`config.mk`:
```
export PLATFORM = sky130hd
export DESIGN_NAME = clock_step_ctrl
export DESIGN_NICKNAME = d
export VERILOG_FILES = /design/src/rtl/pico_clk_pkg.sv /design/src/rtl/button_debounce.sv /design/src/rtl/clock_step_ctrl.sv
export SDC_FILE = /design/constraint.sdc
export NUM_CORES = 1
export LEC_CHECK = 0
export CORE_MARGIN = 5
export CORE_UTILIZATION = 50
export DETAILED_ROUTE_END_ITERATION = 16
export GPL_ROUTABILITY_DRIVEN = 0
export PLACE_DENSITY = 0.69
export RECOVER_POWER = 100
export SLEW_MARGIN = 20
export SYNTH_ARGS = -nofsm -noshare
export SYNTH_HDL_FRONTEND = slang
export SYNTH_SLANG_ARGS = --single-unit
```
`constraint.sdc`:
```
create_clock -name CLK -period 2.2 [get_ports CLK]
set_input_delay 0.33 -clock CLK [delete_from_list [all_inputs] [get_ports CLK]]
set_output_delay 0.33 -clock CLK [all_outputs]
set_load 0.02 [all_outputs]
```
`src/rtl/pico_clk_pkg.sv`:
```
// Shared definitions for the pico clock/step controller.
//   state_t                 : controller FSM state encoding (3-bit binary)
//   DEBOUNCE_CYCLES_DEFAULT : 10 ms of stable button at a 20 MHz system clock
package pico_clk_pkg;

    typedef enum logic [2:0] {
        S_STOP     = 3'd0,
        S_RUN      = 3'd1,
        S_STEP     = 3'd2,
        S_WAIT_REL = 3'd3,
        S_HALT     = 3'd4
    } state_t;

    localparam int DEBOUNCE_CYCLES_DEFAULT = 200000;

endpackage

```
`src/rtl/button_debounce.sv`:
```
// Synchronises and debounces the front-panel step pushbutton.
//   clk, rst_n : system clock, async active-low reset
//   btn_async  : raw bouncy button, asynchronous to clk
//   level      : debounced button level (registered)
//   press      : one-cycle pulse, high in the cycle the debounced level rises
// The raw level must differ from the debounced level for DEBOUNCE_CYCLES
// consecutive cycles before it is accepted; any agreement restarts the count.
module button_debounce
    import pico_clk_pkg::*;
#(
    parameter int SYNC_STAGES     = 2,
    parameter int DEBOUNCE_CYCLES = DEBOUNCE_CYCLES_DEFAULT
) (
    input  logic clk,
    input  logic rst_n,
    input  logic btn_async,
    output logic level,
    output logic press
);

    localparam int CNT_W = $clog2(DEBOUNCE_CYCLES + 1);
    localparam logic [CNT_W-1:0] CNT_MAX = CNT_W'(DEBOUNCE_CYCLES - 1);

    logic [SYNC_STAGES-1:0] sync_q, sync_d;
    logic [CNT_W-1:0]       cnt_q, cnt_d;
    logic                   level_q, level_d;
    logic                   btn_s;

    always_comb begin
        sync_d  = {sync_q[SYNC_STAGES-2:0], btn_async};
        btn_s   = sync_q[SYNC_STAGES-1];
        cnt_d   = '0;
        level_d = level_q;
        press   = 1'b0;
        if (btn_s != level_q) begin
            // Accept on the last count value so the counter never wraps.
            if (cnt_q == CNT_MAX) begin
                level_d = btn_s;
                press   = btn_s;
            end else begin
                cnt_d = cnt_q + CNT_W'(1);
            end
        end
    end

    always_ff @(posedge clk or negedge rst_n) begin
        if (!rst_n) begin
            sync_q  <= '0;
            cnt_q   <= '0;
            level_q <= 1'b0;
        end else begin
            sync_q  <= sync_d;
            cnt_q   <= cnt_d;
            level_q <= level_d;
        end
    end

    assign level = level_q;

endmodule

```
`src/rtl/clock_step_ctrl.sv`:
```
// Run/step clock-enable controller for the pico core.
//   CLK, RST_N : 20 MHz system clock, async active-low reset
//   SLOW_CLK   : divided clock from the T-FF chain (asynchronous)
//   MODE       : panel switch, 1 = run, 0 = step (asynchronous)
//   STEP_BTN   : bouncy step pushbutton, active-high (asynchronous)
//   HALT       : synchronous halt level from the core
//   CPU_EN     : registered one-cycle enable to the core
//   RUNNING    : registered, high while in S_RUN
//   HALTED     : registered, high while in S_HALT
// Outputs are registered from the next-state value so they line up with
// state_q. Handshake: CPU_EN is a bare single-cycle strobe, no back-pressure.
module clock_step_ctrl
    import pico_clk_pkg::*;
#(
    parameter int SYNC_STAGES     = 2,
    parameter int DEBOUNCE_CYCLES = DEBOUNCE_CYCLES_DEFAULT
) (
    input  logic CLK,
    input  logic RST_N,
    input  logic SLOW_CLK,
    input  logic MODE,
    input  logic STEP_BTN,
    input  logic HALT,
    output logic CPU_EN,
    output logic RUNNING,
    output logic HALTED
);

    logic [SYNC_STAGES-1:0] slow_sync_q, slow_sync_d;
    logic [SYNC_STAGES-1:0] mode_sync_q, mode_sync_d;
    logic                   slow_prev_q, slow_prev_d;
    state_t                 state_q, state_d;
    logic                   cpu_en_q, cpu_en_d;
    logic                   running_q, running_d;
    logic                   halted_q, halted_d;

    logic slow_tick;
    logic mode_s;
    logic btn_level;
    logic press;

    button_debounce #(
        .SYNC_STAGES    (SYNC_STAGES),
        .DEBOUNCE_CYCLES(DEBOUNCE_CYCLES)
    ) u_debounce (
        .clk      (CLK),
        .rst_n    (RST_N),
        .btn_async(STEP_BTN),
        .level    (btn_level),
        .press    (press)
    );

    always_comb begin
        slow_sync_d = {slow_sync_q[SYNC_STAGES-2:0], SLOW_CLK};
        mode_sync_d = {mode_sync_q[SYNC_STAGES-2:0], MODE};
        slow_prev_d = slow_sync_q[SYNC_STAGES-1];
        mode_s      = mode_sync_q[SYNC_STAGES-1];
        slow_tick   = slow_sync_q[SYNC_STAGES-1] & ~slow_prev_q;
    end

    always_comb begin
        state_d  = state_q;
        cpu_en_d = 1'b0;
        case (state_q)
            S_STOP: begin
                // HALT wins; run mode swallows a coincident press.
                if (HALT) begin
                    state_d = S_HALT;
                end else if (mode_s) begin
                    state_d = S_RUN;
                end else if (press) begin
                    state_d  = S_STEP;
                    cpu_en_d = 1'b1;
                end
            end
            S_RUN: begin
                if (HALT) begin
                    state_d = S_HALT;
                end else begin
                    cpu_en_d = slow_tick;
                    if (!mode_s) begin
                        state_d = S_STOP;
                    end
                end
            end
            S_STEP: begin
                // The step enable is already out; MODE cannot abort it.
                state_d = S_WAIT_REL;
            end
            S_WAIT_REL: begin
                if (!btn_level) begin
                    state_d = S_STOP;
                end
            end
            S_HALT: begin
                if (!HALT) begin
                    state_d = S_STOP;
                end
            end
            default: begin
                state_d = S_STOP;
            end
        endcase
        running_d = (state_d == S_RUN);
        halted_d  = (state_d == S_HALT);
    end

    always_ff @(posedge CLK or negedge RST_N) begin
        if (!RST_N) begin
            slow_sync_q <= '0;
            mode_sync_q <= '0;
            slow_prev_q <= 1'b0;
            state_q     <= S_STOP;
            cpu_en_q    <= 1'b0;
            running_q   <= 1'b0;
            halted_q    <= 1'b0;
        end else begin
            slow_sync_q <= slow_sync_d;
            mode_sync_q <= mode_sync_d;
            slow_prev_q <= slow_prev_d;
            state_q     <= state_d;
            cpu_en_q    <= cpu_en_d;
            running_q   <= running_d;
            halted_q    <= halted_d;
        end
    end

    assign CPU_EN  = cpu_en_q;
    assign RUNNING = running_q;
    assign HALTED  = halted_q;

endmodule

```
==> out/summary.txt <==
Clk pwr share - 41.1%
Nets - 145
Pwr Total - 1.12 mW
Post-synthesis mux area share - 1.53%
Worst slew margin - 49.0%
Period minus WS final - 1.95 ns
Maximum VDD drop - 0.000621 V
Syn Inst Count - 122
Via density - 5.56
CP Launch Type - flop
Initial antenna violation count - 0
LEAKAGE - 0.653 nW
Io pins - 9
Post-cts resize count - 0
Post-CTS setup buffer count - 0
Tcrit/Tclk final - 88.7%
DP Wirelength - 1630 um
Worst path required time - 2.42 ns
Placeable Area - 2710 um2
Antenna-violating nets left - 0
Drt first pass iters - 4
Area growth syn-to-layout - 13.2%
Synth Area in Compound Gates - 5.23%
Htree depth - 2
Detailed Route WL - 2410 um
Critical Path Fanout Max - 17
Total CTS buffers - 5
Internal power - 0.864 mW
Via count - 946
Sequential area share after synthesis - 57.7%
First-pass GRT wire length - 4080 um
Residual DRC - 0
FP Rows - 19
Vias in the first global route - 876
Comb power frac - 4.2%
Largest family of logic cells by synthesized area - simple AND/OR/NAND/NOR gates
Max-cap check violation count - 0
Grt total ovfl - 0
Min-Delay Path Class - reg -> reg
Commonest non-fill, non-tap cell in the layout - dfrtp_1
Slew Viols, Final - 0
Die extent in x - 62.7 um
Largest net degree at the start of global routing - 33
ANT cells - 0
Simple-Gate Fraction of Synth Area - 23.1%
Clock Path Buffers - 2
CTS sink cnt - 32
Setup TNS - 0 ns
Fill cell count - 247
Tot GR Track Use - 13.6%
Initial DRC count - 31
Pwr dens - 713 nW/um2
Worst slew pin tran - 0.766 ns
Port Buffer Count - 8
Die Y - 62.7 um
Switching Share - 23.0%
Hold_buf cts - 0
Wire per inst - 14.2 um
Layout cells sized above 1 - 12.2%
Most frequent cells in the layout - dfrtp_1 (32), nor2_1 (16), xnor2_1 (11), dlygate4sd3_1 (8), nand3_1 (7)
Synth warnings - 0
#FFs+latches synth - 32
Die area - 3930 um2
Post-Syn Area - 1390 um2
Type of the worst setup path - reg -> reg
RSZ-0062 raised after global routing - false
Crit. End Element - flop
Synth Area in XOR/XNOR - 9.46%
Synth Area in Adders - 0.901%
Clk Tree Root Cell - clkbuf_4
Sequential share of power - 54.8%
Worst-Skew Late Latency - 0.34 ns
Starting Density - 51.2%
Critical Path AT - 2.17 ns
Switch Pwr - 0.258 mW
Avg Cell Area, Syn - 11.4 um2
Worst Skew - 0.00720 ns
Hold Fails Final Rpt - 0
Post-Syn Nets - 129
Setup violations, final - 0
CTS clk-pin slew, worst paths - 0.11 ns
Status - complete, no violations
Cell variety after synth - 31
CTS tree - built
Peak Freq - 512 MHz
[cell families after synthesis]
kind of cell             Yosys count
XOR/XNOR                          15
AO/OA/AOI/OAI                      8
multiplexers                       2
adder cells (fa/ha/maj)            1
AND/OR/NAND/NOR                   57
flip-flops                        32
buffers and inverters              7
[area by class of cell]
| cell class | instances | area (um2) | area share [%] |
|---|---|---|---|
| multi-input combinational | 83 | 537 | 34.1 |
| sequential | 32 | 801 | 50.9 |
| clock inverter | 3 | 46.3 | 2.94 |
| tap | 31 | 38.8 | 2.47 |
| timing repair buffer | 10 | 90.1 | 5.73 |
| inverter | 6 | 22.5 | 1.43 |
| clock buffer | 5 | 37.5 | 2.39 |
[power groups by stage]
| stage | Sequential, mW | Combinational (mW) | Clock (mW) |
|---|---|---|---|
| 2_1_floorplan | 0.626 | 0.0214 | 0 |
| 3_3_place_gp | 0.626 | 0.0529 | 0 |
| 3_5_place_dp | 0.626 | 0.0538 | 0 |
| 4_1_cts | 0.614 | 0.0541 | 0.469 |
| 5_1_grt | 0.617 | 0.0539 | 0.512 |
| 6_report | 0.614 | 0.0470 | 0.461 |
[cell usage after synthesis (all sizes together)]
master / n / area (um2)
a211oi: 2 / 15.0
a21oi: 3 / 18.8
a31o: 1 / 8.76
and3: 2 / 13.8
buf: 1 / 7.51
dfrtp: 32 / 801
ha: 1 / 12.5
inv: 6 / 22.5
mux2: 1 / 11.3
mux2i: 1 / 10.0
nand2: 5 / 18.8
nand2b: 1 / 6.26
nand3: 8 / 45.0
nand3b: 2 / 15.0
nand4: 5 / 31.3
nand4bb: 1 / 11.3
nor2: 16 / 60.1
nor3: 6 / 30.0
nor4: 5 / 31.3
nor4b: 1 / 8.76
o21ai: 1 / 8.76
o31ai: 1 / 21.3
or3: 1 / 6.26
or4: 2 / 22.5
or4b: 2 / 20.0
xnor2: 11 / 96.3
xor2: 4 / 35.0
[metrics by stage]
| stage | hold WS [ns] | utilization [%] | worst slack (ns) | cell area (um2) | std cells |
|---|---|---|---|---|---|
| after floorplan | 0.0344 | - | 0.416 | 1390 | 122 |
| after global placement | 0.332 | 55.9 | 0.377 | 1520 | 162 |
| after detailed placement | 0.336 | 55.9 | 0.314 | 1520 | 162 |
| after CTS | 0.361 | 59.0 | 0.291 | 1600 | 170 |
| after global routing | 0.370 | 58.0 | 0.138 | 1570 | 170 |
| final | 0.360 | 58.0 | 0.249 | 1570 | 170 |
[critical path, cell delays in order, from the launching register on]
cell,delay (ns)
dfrtp_1,0.43
nand4bb_1,0.20
or4_4,0.50
o31ai_1,0.24
clkbuf_2,0.35
nor2_1,0.10
[routing by layer]
metal | global-route usage (%) | up-vias | wire, um
met5 | 0 | - | 0
met4 | 6.90 | 0 | 46
met3 | 5.58 | 8 | 139
met2 | 20.2 | 23 | 1150
met1 | 16.8 | 452 | 1080
li1 | - | 463 | -
[sequential cells by signal, indices dropped and copies added, names as in the netlist]
register           flops
u_debounce.level       1
HALTED                 1
state_q                3
RUNNING                1
slow_prev_q            1
mode_sync_q            2
slow_sync_q            2
CPU_EN                 1
u_debounce.cnt_q      18
u_debounce.sync_q      2
[path summary, 6_finish.rpt]
check / endpoint / slack, ns / from / cells past startpoint
worst max-delay path: u_debounce.cnt_q[12] / 0.25 / u_debounce.cnt_q[14] / 5
worst min-delay path: slow_sync_q[1] / 0.36 / slow_sync_q[0] / 0
worst max register to register: u_debounce.cnt_q[12] / 0.25 / u_debounce.cnt_q[14] / 5
worst min register to register: slow_sync_q[1] / 0.36 / slow_sync_q[0] / 0
max in group asynchronous: u_debounce.cnt_q[14] / 1.14 / RST_N / 2
min in group asynchronous: u_debounce.cnt_q[6] / 0.58 / RST_N / 2
(Power assumes the default switching activity.)
